**config.mk**
```make
export PLATFORM = sky130hd
export DESIGN_NAME = cp0_io_system
export DESIGN_NICKNAME = d
export VERILOG_FILES = /design/src/rtl/cp0_io_system.sv
export SDC_FILE = /design/constraint.sdc
export NUM_CORES = 1
export LEC_CHECK = 0
export CORE_UTILIZATION = 48
export DETAILED_ROUTE_END_ITERATION = 8
export GPL_TIMING_DRIVEN = 0
export PLACE_DENSITY = 0.84
export SLEW_MARGIN = 0
export SYNTH_ARGS = -nofsm -noshare
export SYNTH_HDL_FRONTEND = slang
export SYNTH_SLANG_ARGS = --single-unit
```
**constraint.sdc**
```tcl
create_clock -name clk -period 2.8 [get_ports clk]
set_input_delay 0.42 -clock clk [delete_from_list [all_inputs] [get_ports clk]]
set_output_delay 0.42 -clock clk [all_outputs]
set_load 0.02 [all_outputs]
```
**src/rtl/cp0_io_system.sv**
```systemverilog
// CP0 exception/interrupt unit for the MEM stage, plus a word-only bridge to two countdown timers.
// int_req, cp0_rdata and bus reads are combinational; all state updates land on the clock edge.

module cp0_timer (
    input  logic        clk,
    input  logic        rst_n,
    input  logic        wr_ctrl_i,
    input  logic        wr_preset_i,
    input  logic [31:0] wdata_i,
    output logic [3:0]  ctrl_o,
    output logic [31:0] preset_o,
    output logic [31:0] count_o,
    output logic        irq_o
);
    typedef enum logic [1:0] {IDLE, LOAD, CNT, INT} state_t;

    state_t      state_q;
    logic [3:0]  ctrl_q;
    logic [31:0] preset_q;
    logic [31:0] count_q;
    logic        flag_q;

    always_ff @(posedge clk or negedge rst_n) begin
        if (!rst_n) begin
            state_q  <= IDLE;
            ctrl_q   <= 4'd0;
            preset_q <= 32'd0;
            count_q  <= 32'd0;
            flag_q   <= 1'b0;
        end else begin
            case (state_q)
                IDLE: if (ctrl_q[0]) state_q <= LOAD;
                LOAD: begin
                    count_q <= (preset_q == 32'd0) ? 32'd1 : preset_q;
                    state_q <= CNT;
                end
                CNT: begin
                    if (!ctrl_q[0]) begin
                        state_q <= IDLE;
                    end else if (count_q > 32'd1) begin
                        count_q <= count_q - 32'd1;
                    end else begin
                        count_q <= 32'd0;
                        flag_q  <= 1'b1;
                        state_q <= INT;
                    end
                end
                INT: begin
                    // Mode 1 auto-reloads with a one-cycle flag; every other mode is one-shot.
                    if (ctrl_q[2:1] == 2'd1) flag_q <= 1'b0;
                    else                     ctrl_q[0] <= 1'b0;
                    state_q <= IDLE;
                end
                default: state_q <= IDLE;
            endcase
            if (wr_ctrl_i) begin
                ctrl_q <= wdata_i[3:0];
                flag_q <= 1'b0;
            end
            if (wr_preset_i) begin
                preset_q <= wdata_i;
                flag_q   <= 1'b0;
            end
        end
    end

    assign ctrl_o   = ctrl_q;
    assign preset_o = preset_q;
    assign count_o  = count_q;
    assign irq_o    = ctrl_q[3] & flag_q;
endmodule

module cp0_io_system #(
    parameter logic [31:0] PRID     = 32'h0000_0007,
    parameter logic [31:0] TC0_BASE = 32'h0000_7F00,
    parameter logic [31:0] TC1_BASE = 32'h0000_7F10
) (
    input  logic        clk,
    input  logic        reset,
    input  logic [1:0]  cp0_op,
    input  logic [4:0]  cp0_addr,
    input  logic [31:0] cp0_wdata,
    output logic [31:0] cp0_rdata,
    input  logic [4:0]  exc_code,
    input  logic        bd,
    input  logic [31:0] epc_in,
    input  logic        ext_int,
    output logic        int_req,
    output logic [31:0] epc_out,
    input  logic [31:0] bus_addr,
    input  logic [31:0] bus_wdata,
    input  logic [1:0]  bus_mode,
    output logic        bus_hit,
    output logic [31:0] bus_rdata,
    output logic [4:0]  bus_exc
);
    localparam logic [1:0] OP_MFC0 = 2'd1, OP_MTC0 = 2'd2, OP_ERET = 2'd3;
    localparam logic [1:0] BUS_RD = 2'd1, BUS_WR = 2'd2;

    logic [5:0]  sr_im_q;
    logic        sr_exl_q, sr_ie_q;
    logic        cause_bd_q;
    logic [5:0]  cause_ip_q;
    logic [4:0]  cause_exc_q;
    logic [31:0] epc_q;

    logic        tc0_irq, tc1_irq;
    logic [3:0]  tc0_ctrl, tc1_ctrl;
    logic [31:0] tc0_preset, tc1_preset, tc0_count, tc1_count;
    logic [5:0]  hw_int;
    logic        intr_pend;

    assign hw_int    = {3'b000, ext_int, tc1_irq, tc0_irq};
    assign intr_pend = sr_ie_q && (|(sr_im_q & hw_int));
    assign int_req   = !sr_exl_q && (intr_pend || (exc_code != 5'd0));
    assign epc_out   = epc_q;

    always_ff @(posedge clk or negedge reset) begin
        if (!reset) begin
            sr_im_q     <= 6'd0;
            sr_exl_q    <= 1'b0;
            sr_ie_q     <= 1'b0;
            cause_bd_q  <= 1'b0;
            cause_ip_q  <= 6'd0;
            cause_exc_q <= 5'd0;
            epc_q       <= 32'd0;
        end else begin
            cause_ip_q <= hw_int;
            if (int_req) begin
                sr_exl_q    <= 1'b1;
                cause_bd_q  <= bd;
                cause_exc_q <= intr_pend ? 5'd0 : exc_code;
                epc_q       <= (bd ? epc_in - 32'd4 : epc_in) & ~32'd3;
            end else if (cp0_op == OP_ERET) begin
                sr_exl_q <= 1'b0;
            end else if (cp0_op == OP_MTC0) begin
                if (cp0_addr == 5'd12) begin
                    sr_im_q  <= cp0_wdata[15:10];
                    sr_exl_q <= cp0_wdata[1];
                    sr_ie_q  <= cp0_wdata[0];
                end else if (cp0_addr == 5'd14) begin
                    epc_q <= cp0_wdata;
                end
            end
        end
    end

    always_comb begin
        cp0_rdata = 32'd0;
        if (cp0_op == OP_MFC0) begin
            case (cp0_addr)
                5'd12:   cp0_rdata = {16'd0, sr_im_q, 8'd0, sr_exl_q, sr_ie_q};
                5'd13:   cp0_rdata = {cause_bd_q, 15'd0, cause_ip_q, 3'd0, cause_exc_q, 2'd0};
                5'd14:   cp0_rdata = epc_q;
                5'd15:   cp0_rdata = PRID;
                default: cp0_rdata = 32'd0;
            endcase
        end
    end

    // Window decode: an unsigned offset below 12 means the address is inside that timer.
    logic [31:0] off0, off1;
    logic        hit0, hit1, misalign, wr_ok;
    logic [1:0]  word;
    logic [31:0] tc_word;

    assign off0     = bus_addr - TC0_BASE;
    assign off1     = bus_addr - TC1_BASE;
    assign hit0     = off0 < 32'd12;
    assign hit1     = off1 < 32'd12;
    assign bus_hit  = hit0 | hit1;
    assign word     = hit0 ? off0[3:2] : off1[3:2];
    assign misalign = bus_addr[1:0] != 2'b00;

    always_comb begin
        bus_exc = 5'd0;
        if (bus_hit) begin
            if (bus_mode == BUS_RD && misalign)                           bus_exc = 5'd4;
            else if (bus_mode == BUS_WR && (misalign || word == 2'd2))    bus_exc = 5'd5;
        end
    end

    always_comb begin
        tc_word = 32'd0;
        case (word)
            2'd0:    tc_word = hit0 ? {28'd0, tc0_ctrl} : {28'd0, tc1_ctrl};
            2'd1:    tc_word = hit0 ? tc0_preset : tc1_preset;
            2'd2:    tc_word = hit0 ? tc0_count  : tc1_count;
            default: tc_word = 32'd0;
        endcase
    end

    assign bus_rdata = (bus_hit && bus_mode == BUS_RD && bus_exc == 5'd0) ? tc_word : 32'd0;
    assign wr_ok     = bus_hit && bus_mode == BUS_WR && bus_exc == 5'd0 && !int_req;

    cp0_timer u_tc0 (
        .clk         (clk),
        .rst_n       (reset),
        .wr_ctrl_i   (wr_ok && hit0 && word == 2'd0),
        .wr_preset_i (wr_ok && hit0 && word == 2'd1),
        .wdata_i     (bus_wdata),
        .ctrl_o      (tc0_ctrl),
        .preset_o    (tc0_preset),
        .count_o     (tc0_count),
        .irq_o       (tc0_irq)
    );

    cp0_timer u_tc1 (
        .clk         (clk),
        .rst_n       (reset),
        .wr_ctrl_i   (wr_ok && hit1 && word == 2'd0),
        .wr_preset_i (wr_ok && hit1 && word == 2'd1),
        .wdata_i     (bus_wdata),
        .ctrl_o      (tc1_ctrl),
        .preset_o    (tc1_preset),
        .count_o     (tc1_count),
        .irq_o       (tc1_irq)
    );
endmodule

```
# == Word level (Yosys, flattened, before mapping) ==
# Index checks and enable logic that the tools add are counted.
# classes
bitwise,6
reduce_logical,49
n_mux,56
addsub,5
n_lt_le_gt_ge,4
n_eq_ne,35
# ops
op,count
two-way mux 32 bit,16
one-hot mux 32 bit (2 select lines),2
one-hot mux 32 bit (4 select lines),1
one-hot mux 32 bit (3 select lines),1
"> comparator 32 x 1 -> 1 bit, second input constant",2
zero test 32 bit,2
"< comparator 32 x 4 -> 1 bit, second input constant",2
"subtractor 32 x 1 -> 32 bit, second input constant",2
"subtractor 32 x 15 -> 32 bit, second input constant",2
"subtractor 32 x 3 -> 32 bit, second input constant",1
"equality test 5 x 4 -> 1 bit, second input constant",4
two-way mux 1 bit,20
"equality test 2 bit, second input constant",8
"inequality test 4 x 1 -> 1 bit, second input constant",4
one-hot mux 2 bit (4 select lines),2
AND reduction 4 bit,4
logical AND 1 bit,15
"equality test 2 x 1 -> 1 bit, second input constant",7
two-way mux 2 bit,7
AND reduction 2 bit,7
nonzero test 2 bit,7
"inequality test 2 x 1 -> 1 bit, second input constant",6
two-way mux 3 bit,3
"inequality test 4 x 2 -> 1 bit, second input constant",2
17 further kinds,28
# word_totals
out_inout_bits,103
reg_bits,191
wordCells,174
inputBits,146

# == Depth between registers and ports, before layout ==
# Gate-level depths: netlist of the first run.
# logic_depth
word_depth,16
depth_mapped,11
depth_no_buf,9

# == Modules after synthesis ==
# From an unflattened synthesis of the first run, not the netlist that was laid out.
# hier_totals
cells_unflattened,1368
hier_area_um2,12149.2
# modules_own_cells
module,instances,cells_per_inst,area_per_inst_um2
cp0_io_system,1,656,4752.1
cp0_timer at u_tc0,1,366,3803.6
cp0_timer at u_tc1,1,346,3593.4

# == Least setup slack after synthesis of the first run ==
# No wires, ideal clock.
# synth_path
path_type,input to output
startpoint,input bus_addr[9]
endpoint,output bus_rdata[3]
t_arrival_ns,3.002
stages,8
required_time_ns,2.380
n_path_buf,1
slack_ns,-0.622
cell_sequence,nand4_1 > or2_2 > a2111oi_0 > o2111a_1 > and3_1 > buf_2 > a211oi_1 > a2111oi_0
# synth_between
elab_chain_len,12
word_cells_on_any_way,22
classes_between,add/sub (2); order compare (2); eq/ne (2); mux (9); bitwise (1); reduce/logical (6)
# synth_lines
element,line_no,text
from (decl),90,"input logic [31:0] bus_addr,"
subtractor 32 x 15 -> 32 bit,167,assign off0 = bus_addr - TC0_BASE;
< comparator 32 x 4 -> 1 bit,169,assign hit0 = off0 < 32'd12;
two-way mux 2 bit,172,assign word = hit0 ? off0[3:2] : off1[3:2];
equality test 2 bit,"179, 185",
logical OR 1 bit,179,else if (bus_mode == BUS_WR && (misalign || word == 2'd2)) bus_exc = 5'd5;
logical AND 1 bit,179,
two-way mux 3 bit,179,
two-way mux 3 bit,178,if (bus_mode == BUS_RD && misalign) bus_exc = 5'd4;
two-way mux 3 bit,177,if (bus_hit) begin
zero test 5 bit,193,assign bus_rdata = (bus_hit && bus_mode == BUS_RD && bus_exc == 5'd0) ? tc_word : 32'd0;
logical AND 1 bit,193,
two-way mux 32 bit *,193,
to (decl),94,"output logic [31:0] bus_rdata,"
# Every way passes the cells marked *; elsewhere a longest branch is shown, timed or not.

# == Final worst setup path of the first run ==
# layout_path
startpoint,input bus_addr[13]
endpoint,output bus_rdata[8]
# The elaborated chain is that of the path after synthesis.

==> metrics.yaml, run 1 <==
logic_synthesis:
  yosysUniqueCellTypes: 73
  synth_commonest_cells: "dfrtp_1 (191), a21oi_1 (124), nand2_1 (99)"
  synthesis.area_sq_mm: 0.01228
  synth_seq_cells: 191
  synth-async-reset-ratio_pct: 100.0
  synth.area.top_cells: "dfrtp_1 (39%), mux2_2 (5.3%), a21oi_1 (5.1%)"
  syn_inst: 1417
  synth_ff_type: "dfrtp_1"
  seq_area_frac_synth_pct: 38.91
  synth_edf_count: 0
  yosysTopAreaCellShare_pct: 38.91
  synth-warning-count: 0
  yosys.area.top_type: "dfrtp_1"
  avgSynthCellArea_sq_um: 8.669
  yosysMostFrequentCell: "dfrtp_1"
critical_path:
  cp-end-kind: "output port"
  setup.worst_path.class: "in -> out"
  arrival_ns: 2.91
  rrSetupSlack_ns: 0
  worstPathMaxFanout: 7
  required_ns: 2.38
  rr_endpoint: "u_tc1.count_o[15]$_DFFE_PN0P_"
  worstSetupStartpointType: "primary input"
  r2r_cells: 7
  crit-reg2reg-launch: "u_tc1.count_o[13]$_DFFE_PN0P_"
place:
  dp_hpwl_um: 35150
  port_buffers: 243
  dpl-instance-area_sq_mm: 0.01528
  gp_congestion: 0.9973
clock_tree:
  clk_pin_slew_ns: 0.07
  cts_tree: "yes"
  root_buffer: "clkbuf_16"
  cts-buffers-inserted: 17
  clock_latency_ns: 0.46
  cts-htree-levels: 4
  cts.sinks: 191
  clockBufferDepth: 2
min_path:
  worst_hold_path.endpoint: "cause_bd_q$_DFFE_PN0P_"
  worstHoldPathCells: 3
  hold_class: "in -> reg"
  hp-start: "bd"
route:
  vias: 13854
  first_pass_iters: 7
  routedWlPerCell_um: 24.37
  vias_per_cell: 6.629
  drt_drc_violations_left: 0
  totalWireLength_um: 50930
  drtIter0Drc: 1737
  ant_nets: 0
global_routing:
  grt_pass1_vias: 12725
  antenna_found_initial: 3
  grt-ovfl-total: 0
  grt_pass1_wl_um: 73660
  grt_max_degree: 123
  busiest_layer: "met2"
  grtUsageTotal_pct: 36.60
  met3_usage_pct: 7.814
  met2_usage_pct: 57.98
  met1_usage_pct: 47.70
sta:
  fin_hold_ws_ns: 0.3307
  finalClockSkew_ns: 0.01288
  hold_violations: 0
  fin_crit_sh_pct: 119.1
  setup_violations: 35
  fmax_mhz: 300.0
  drv_slew: 0
  setup_slack_ns: -0.5336
  rsz0062_at_grt: "yes"
  relSlewSlack_pct: 40.26
  post-route-min-period_ns: 3.334
  tightest_slew_ns: 0.8887
flow_run:
  drv_cap: 0
floorplan:
  core_area_sq_mm: 0.02511
  die_area_sq_mm: 0.02624
  die_h_um: 162.0
  rows: 58
  pin_count: 249
  initial_core_util_pct: 48.92
  dieWidth_um: 162.0
cells_and_area:
  final_cell_area_sq_mm: 0.01757
  area_growth_pct: 43.01
  drive_gt1_share_pct: 25.44
  nets: 1895
pwr:
  ir_worst_vdd_v: 0.0003618
  total_power_mw: 7.820
  p_leak_nw: 7.404
  power_density_mw_per_mm2: 445.2
run_status:
  violations: "setup timing"
  status: "finished, violations left"
==> final cells by class <==
class / instances / area (sq um)
Timing Repair Buffer: 311 / 2960
Tap cell: 330 / 412.9
Antenna cell: 3 / 7.507
Sequential cell: 191 / 4783
Clock inverter: 13 / 151.4
Buffer: 108 / 745.7
Fill cell: 1808 / 7541
Multi-Input combinational cell: 1089 / 7964
Clock buffer: 19 / 442.9
Inverter: 26 / 100.1
==> sequential cells by signal (all words and copies together) (netlist names) <==
name            flops
cause_ip_q          3
epc_out            32
u_tc1.flag_q        1
cause_exc_q         5
sr_exl_q            1
u_tc0.flag_q        1
u_tc1.preset_o     32
u_tc0.count_o      32
sr_ie_q             1
u_tc1.ctrl_o        4
u_tc0.ctrl_o        4
u_tc1.state_q       2
u_tc0.state_q       2
u_tc0.preset_o     32
u_tc1.count_o      32
sr_im_q             6
cause_bd_q          1
==> worst max-delay path, stage by stage <==
cell and delay (ns):
buf_6 0.07, nand4_1 0.20, buf_4 0.22, or3_4 0.34, a21oi_4 0.18, o2111ai_2 0.15, buf_6 0.18, or3_4 0.35
a21oi_4 0.17, buf_12 0.16, buf_8 0.12, o21a_1 0.21, buf_6 0.14
==> power by group <==
group	internal [mW]	switching, mW
clock network	1.36	1.22
registers	3.04	0.226
logic	0.878	1.09
==> layout by cell type, fill, tap and decap left out, types with 10 or more instances in the layout <==
| cell | count |
|---|---|
| mux2_1 | 24 |
| or3_1 | 14 |
| nand3_1 | 13 |
| nor3_2 | 10 |
| clkdlybuf4s15_2 | 10 |
| clkbuf_8 | 12 |
| o31ai_2 | 29 |
| buf_2 | 22 |
| and2_1 | 25 |
| xor2_1 | 17 |
| buf_6 | 41 |
| clkdlybuf4s50_1 | 138 |
| mux2_2 | 58 |
| buf_4 | 74 |
| clkbuf_2 | 14 |
| inv_1 | 24 |
| a22oi_1 | 28 |
| nor3_1 | 50 |
| o21a_4 | 17 |
| and3_1 | 10 |
| o21ai_0 | 90 |
| a21oi_1 | 111 |
| dlygate4sd2_1 | 35 |
| clkbuf_1 | 41 |
| clkbuf_16 | 19 |
| a21oi_2 | 10 |
| dfrtp_1 | 188 |
| nand2_1 | 99 |
| mux2i_1 | 43 |
| nor2_1 | 78 |
| nor4_1 | 29 |
| o21ai_1 | 56 |
| nand4_1 | 65 |
| o31ai_1 | 23 |
==> worst max-delay path by stage <==
stage	depth (start not counted)	slack (ns)	from	to
after floorplan	8	-0.03	bus_addr[13]	bus_rdata[10]
final	13	-0.53	bus_addr[13]	bus_rdata[8]
after global placement	1	-6.79	reset	u_tc1.count_o[1]$_DFFE_PN0P_
after detailed placement	10	-1.79	bus_addr[13]	bus_rdata[6]
after CTS	13	-0.36	bus_addr[9]	bus_rdata[6]
after global routing	12	-0.62	bus_addr[16]	bus_rdata[7]
==> cells by family (layout without fill, tap and decap cells) <==
| group | count (synthesis) | in the layout | synth area share (%) |
|---|---|---|---|
| flops | 191 | 191 | 38.91 |
| buf+inv | 139 | 477 | 4.583 |
| mux | 125 | 125 | 11.02 |
| other cells | 1 | 6 | 0.03053 |
| fa+ha+maj | 6 | 6 | 0.5908 |
| compound gates | 456 | 456 | 22.63 |
| xor+xnor | 29 | 29 | 2.068 |
| simple gates | 470 | 470 | 20.17 |
==> through the flow <==
| step | setup TNS [ns] | util (%) | cells | setup slack [ns] |
|---|---|---|---|---|
| floorplan | -0.3447 | - | 1419 | -0.03482 |
| global placement | -1464.10 | 60.71 | 1992 | -6.790 |
| detailed placement | -174.17 | 60.84 | 1993 | -1.794 |
| CTS | -17.09 | 67.14 | 2063 | -0.3635 |
| global route | -18.93 | 69.97 | 2090 | -0.6185 |
| finish | -15.88 | 69.97 | 2090 | -0.5336 |
==> per-layer routing <==
metal | part of all wire [%] | vias to the layer above
met4 | 5.6 | 0
met3 | 10 | 217
met2 | 46 | 970
met5 | 0 | -
met1 | 38 | 6695
li1 | - | 5972
==> timing repair <==
action	in CTS	in global routing
cloned	3	2
hold buffers	1	0
setup endpoints to repair	210	167
pin swaps	39	31
hold endpoints to repair	69	0
resized for setup	503	125
setup buffers	37	24
(Power assumes the default switching activity.)
==> inputs of run 2 (changes only) <==
- RECOVER_POWER: unset -> 100
==> metrics.yaml, run 2 (synthesized netlist as in run 1, its figures left out) <==
floorplan:
  die_area_sq_mm: 0.02624
  rows: 58
  initial_core_util_pct: 48.92
  pin_count: 249
  die_h_um: 162.0
  core_area_sq_mm: 0.02511
  dieWidth_um: 162.0
global_routing:
  grt_max_degree: 123
  met3_usage_pct: 7.814
  grt-ovfl-total: 0
  met2_usage_pct: 57.98
  grt_pass1_vias: 12725
  busiest_layer: "met2"
  grtUsageTotal_pct: 36.60
  met1_usage_pct: 47.70
  antenna_found_initial: 4
  grt_pass1_wl_um: 73660
critical_path:
  worstPathMaxFanout: 7
  arrival_ns: 2.92
  worst-path-buf-inv: 6
  cp_top_family: "buffers and inverters"
  critPathMaxStageDelay_ns: 0.35
  r2r_cells: 10
  cp-end-kind: "output port"
  cpMostUsedCell: "buf_6"
  crit_chain: "buf_6 -> nand4_1 -> buf_4 -> or3_4 -> a21oi_4 -> o2111ai_2 -> buf_6 -> or3_4 -> a21oi_4 -> buf_12 -> buf_8 -> o21a_1 -> buf_6"
  cp.depth: 13
  required_ns: 2.38
  cp_slowest_cell: "or3_4"
  worstSetupStartpointType: "primary input"
  setup.worst_path.class: "in -> out"
place:
  port_buffers: 243
  dp_hpwl_um: 35150
  gp_congestion: 0.9973
clock_tree:
  cts_tree: "yes"
  clk_pin_slew_ns: 0.07
  cts.sinks: 191
  clock_latency_ns: 0.45
  clockBufferDepth: 2
  root_buffer: "clkbuf_16"
  cts-buffers-inserted: 17
  cts-htree-levels: 4
sta:
  hold_violations: 0
  setup_violations: 136
  setup_slack_ns: -0.5393
  tightest_slew_ns: 1.815
  post-route-min-period_ns: 3.339
  fin_hold_ws_ns: 0.3342
  setup_tns_ns: -35.46
  relSlewSlack_pct: -20.98
  rsz0062_at_grt: "yes"
  drv_slew: 70
  fmax_mhz: 299.5
  finalClockSkew_ns: 0.01474
  fin_crit_sh_pct: 119.3
pwr:
  ir_worst_vdd_v: 0.0003601
  p_leak_nw: 7.395
  power_density_mw_per_mm2: 441.2
route:
  drtIter0Drc: 1828
  routedWlPerCell_um: 24.43
  vias_per_cell: 6.670
  drt_drc_violations_left: 0
  totalWireLength_um: 51080
  ant_nets: 0
  vias: 13946
  first_pass_iters: 6
flow_run:
  drv_cap: 1
min_path:
  worstHoldPathCells: 3
  hold_class: "in -> reg"
cells_and_area:
  final_common_cell: "dfrtp_1"
  multiInputGateArea_sq_mm: 0.007918
  fillCellCount: 1824
  seqCellArea_sq_mm: 0.004783
  nets: 1895
  layout_common_cells: "dfrtp_1 (188), a21oi_1 (111), clkdlybuf4s50_1 (102)"
  area_growth_pct: 42.35
  drive_gt1_share_pct: 24.99
run_status:
  violations: "capacitance limit, slew limit, setup timing"
  status: "finished, violations left"
## run 2: cell types whose count changed in the layout (fill, tap and decap cells not counted), sizes merged
cell,delta
buf,-7
clkdlybuf4s50,-36
diode,+1
clkbuf,+7
dlygate4sd3,+36
## run 2: where the power goes
part / switching (mW) / internal, mW
Combinational: 1.09 / 0.795
Sequential: 0.215 / 3.04
Clock: 1.22 / 1.36
Total: 2.52 / 5.19
## run 2: tightest hold or removal path, delay by kind of cell
kind                   cells  cell delay [ns]
and+or+nand+nor            2             0.13
buffers and inverters      1             0.19
## run 2: metrics by stage
step / util, % / std cells / setup WS (ns) / cell area, sq um / power [mW]
6_report: 69.64 / 2091 / -0.5393 / 17490 / 7.716
3_3_place_gp: 60.71 / 1992 / -6.790 / 15240 / 5.135
2_1_floorplan: - / 1419 / -0.03482 / 12400 / 4.150
3_5_place_dp: 60.84 / 1993 / -1.794 / 15280 / 5.179
5_1_grt: 69.64 / 2091 / -0.6390 / 17490 / 7.980
4_1_cts: 67.14 / 2063 / -0.3635 / 16860 / 7.727
## run 2: metal layers
metal  share of wire (%)  vias to the layer above
met1                  38                     6695
met5                   0                        -
met2                  46                     1030
met3                  10                      244
met4                 5.9                        0
li1                    -                     5977
## run 2: repair_timing
item,CTS,global route
pin swaps,39,31
gates cloned,3,2
hold endpoints to repair,69,0
hold buffers,1,0
setup endpoints to repair,210,167
setup buffers,37,24
gates resized for setup,503,125
## run 2: path summary, 6_finish.rpt
path	start	to	slack, ns
hold reg to reg	cause_exc_q[2]$_DFFE_PN0P_	cause_exc_q[2]$_DFFE_PN0P_	0.47
setup / recovery	bus_addr[13]	bus_rdata[8]	-0.54
max in group asynchronous	reset	u_tc1.preset_o[3]$_DFFE_PN0P_	0.36
min in group asynchronous	reset	u_tc0.count_o[28]$_DFFE_PN0P_	0.98
setup reg to reg	u_tc1.ctrl_o[3]$_DFFE_PN0P_	u_tc1.preset_o[3]$_DFFE_PN0P_	-0.33
hold / removal	bd	cause_bd_q$_DFFE_PN0P_	0.33
## run 2: area by class of cell
cell class / count / area share (%)
clock inverters: 13 / 0.8658
repair buffers: 311 / 16.78
well taps: 330 / 2.361
diodes: 4 / 0.05724
plain buffers: 108 / 4.200
multi-input cells: 1089 / 45.28
inverters: 26 / 0.5724
flip-flops and latches: 191 / 27.35
clock buffers: 19 / 2.533
==> inputs of run 3 (changes only) <==
- CTS_CLUSTER_DIAMETER: unset -> 150
- TNS_END_PERCENT: unset -> 5
==> metrics.yaml, run 3 (synthesized netlist as in run 1, its figures left out) <==
run_status:
  status: "finished, violations left"
  violations: "capacitance limit, slew limit, setup timing"
global_routing:
  antenna_found_initial: 4
  grt_pass1_wl_um: 78020
  grt_pass1_vias: 13430
  grtUsageTotal_pct: 38.62
  grt_max_degree: 127
  grt-ovfl-total: 0
floorplan:
  rows: 58
  core_area_sq_mm: 0.02511
  pin_count: 249
  die_h_um: 162.0
  initial_core_util_pct: 48.92
  dieWidth_um: 162.0
  die_area_sq_mm: 0.02624
pwr:
  ir_worst_vdd_v: 0.0004009
  combPwrFrac_pct: 24.4
  power_density_mw_per_mm2: 451.5
  internal_power_mw: 5.395
  p_switching_mw: 2.498
  clkPwrFrac_pct: 34.4
  power_frac_seq_pct: 41.2
  p_leak_nw: 7.324
  switching_share_pct: 31.64
critical_path:
  worstSetupStartpointType: "primary input"
  cp_top_family: "compound AO/OA/AOI/OAI gates"
  worst-path-buf-inv: 5
  critPathMaxStageDelay_ns: 0.37
  setup.worst_path.class: "in -> out"
  cp-end-kind: "output port"
  crit_chain: "buf_6 -> nand4_1 -> buf_4 -> o21ai_4 -> buf_4 -> a2111oi_4 -> o2111a_2 -> buf_2 -> nand4_1 -> a21oi_1 -> o21a_4 -> buf_6"
  arrival_ns: 2.99
  required_ns: 2.38
  worstPathMaxFanout: 10
  cp_slowest_cell: "o2111a_2"
clock_tree:
  cts-buffers-inserted: 17
  cts.sinks: 191
  clockBufferDepth: 2
  cts_tree: "yes"
  clock_latency_ns: 0.44
  clk_pin_slew_ns: 0.08
  root_buffer: "clkbuf_16"
  cts-htree-levels: 4
cells_and_area:
  area_growth_pct: 42.31
  final_common_cell: "dfrtp_1"
  nets: 1874
  drive_gt1_share_pct: 25.29
  layout_common_cells: "dfrtp_1 (189), a21oi_1 (103), clkdlybuf4s50_1 (103)"
  seqCellArea_sq_mm: 0.004782
  fillCellCount: 1779
  multiInputGateArea_sq_mm: 0.007949
route:
  drt_drc_violations_left: 0
  drtIter0Drc: 1969
  vias_per_cell: 6.891
  routedWlPerCell_um: 26.13
  first_pass_iters: 9
  totalWireLength_um: 54090
  ant_nets: 0
  vias: 14265
sta:
  fmax_mhz: 293.3
  drv_slew: 66
  setup_tns_ns: -45.55
  hold_violations: 0
  rsz0062_at_grt: "yes"
  setup_violations: 158
  tightest_slew_ns: 1.701
  relSlewSlack_pct: -13.42
  setup_slack_ns: -0.6094
  fin_crit_sh_pct: 121.8
  finalClockSkew_ns: 0.01196
  post-route-min-period_ns: 3.409
place:
  gp_congestion: 1.012
  place_ws_ns: -1.696
  dp_hpwl_um: 34890
  port_buffers: 243
min_path:
  hold_class: "in -> reg"
flow_run:
  drv_cap: 1
run 3: cell types whose count changed in the layout (fill, tap and decap cells not counted), sizes merged:
cell and delta:
buf -6, bufinv +2, dlygate4sd2 -23, clkdlybuf4s15 -7, dlymetal6s2s +2, clkinv -1, inv -2, clkdlybuf4s50 +1
dlygate4sd3 -2, clkbuf +16, clkinvlp -1
run 3: per-stage QoR:
stage	cells	hold slack, ns	util, %	power (mW)	area (sq um)
6_report	2070	0.3158	69.62	7.893	17480
5_1_grt	2070	0.3551	69.62	8.154	17480
4_1_cts	2060	0.3900	68.29	7.915	17150
3_5_place_dp	1993	0.4015	60.69	5.195	15240
3_3_place_gp	1992	0.4552	60.56	5.128	15210
2_1_floorplan	1419	0.1244	-	4.150	12360
run 3: per-layer routing:
layer  vias up  part of all wire (%)  track usage [%]  wire, um
li1       5929                     -                -         -
met1      6690                    36            49.55     19480
met2      1220                    43            58.84     23470
met3       426                    12            9.423      6524
met4         0                   8.5            23.63      4613
met5         -                     0                0         0
run 3: path summary, 6_finish.rpt:
path                                             start                             end  slack, ns  cells after the start
max reg2reg                u_tc1.ctrl_o[3]$_DFFE_PN0P_  u_tc1.preset_o[14]$_DFFE_PN0P_      -0.44                     10
min                                                 bd          cause_bd_q$_DFFE_PN0P_       0.32                      3
max in group asynchronous                        reset   u_tc1.count_o[12]$_DFFE_PN0P_       0.43                      3
min reg2reg                 cause_exc_q[2]$_DFFE_PN0P_      cause_exc_q[2]$_DFFE_PN0P_       0.48                      2
max                                       bus_addr[12]                    bus_rdata[9]      -0.61                     12
min in group asynchronous                        reset   u_tc0.count_o[22]$_DFFE_PN0P_       0.96                      2
run 3: worst reg2reg max path, delay by kind of cell (launching register included):
kind,cells,cell delay [ns]
buffers and inverters,3,0.70
AO/OA/AOI/OAI,4,1.04
flip-flops,1,0.43
multiplexers,1,0.35
AND/OR/NAND/NOR,2,0.60
run 3: layout make-up:
type                       instances  area share (%)
timing repair buffer             286           15.54
clock inverter                    11           1.009
clock buffer                      21           2.634
buffer                           112           4.989
sequential                       191           27.35
inverter                          26          0.5869
multi-input combinational       1089           45.47
antenna                            4         0.05726
tap                              330           2.362
run 3: timing repair:
| action | in CTS | in global routing |
|---|---|---|
| setup buffers | 28 | 4 |
| pin swaps | 51 | 33 |
| resized for setup | 579 | 178 |
| endpoints found under the setup margin | 209 | 173 |
| endpoints found under the hold margin | 65 | 0 |
| cloned | 6 | 3 |
| hold buffers | 1 | 0 |
run 3: power by group through the flow:
stage / Combinational, mW / Sequential, mW / Clock, mW
floorplan: 0.638 / 3.51 / 0
global placement: 1.83 / 3.30 / 0
detailed placement: 1.88 / 3.31 / 0
CTS: 1.97 / 3.26 / 2.68
global route: 2.06 / 3.29 / 2.81
finish: 1.93 / 3.25 / 2.71
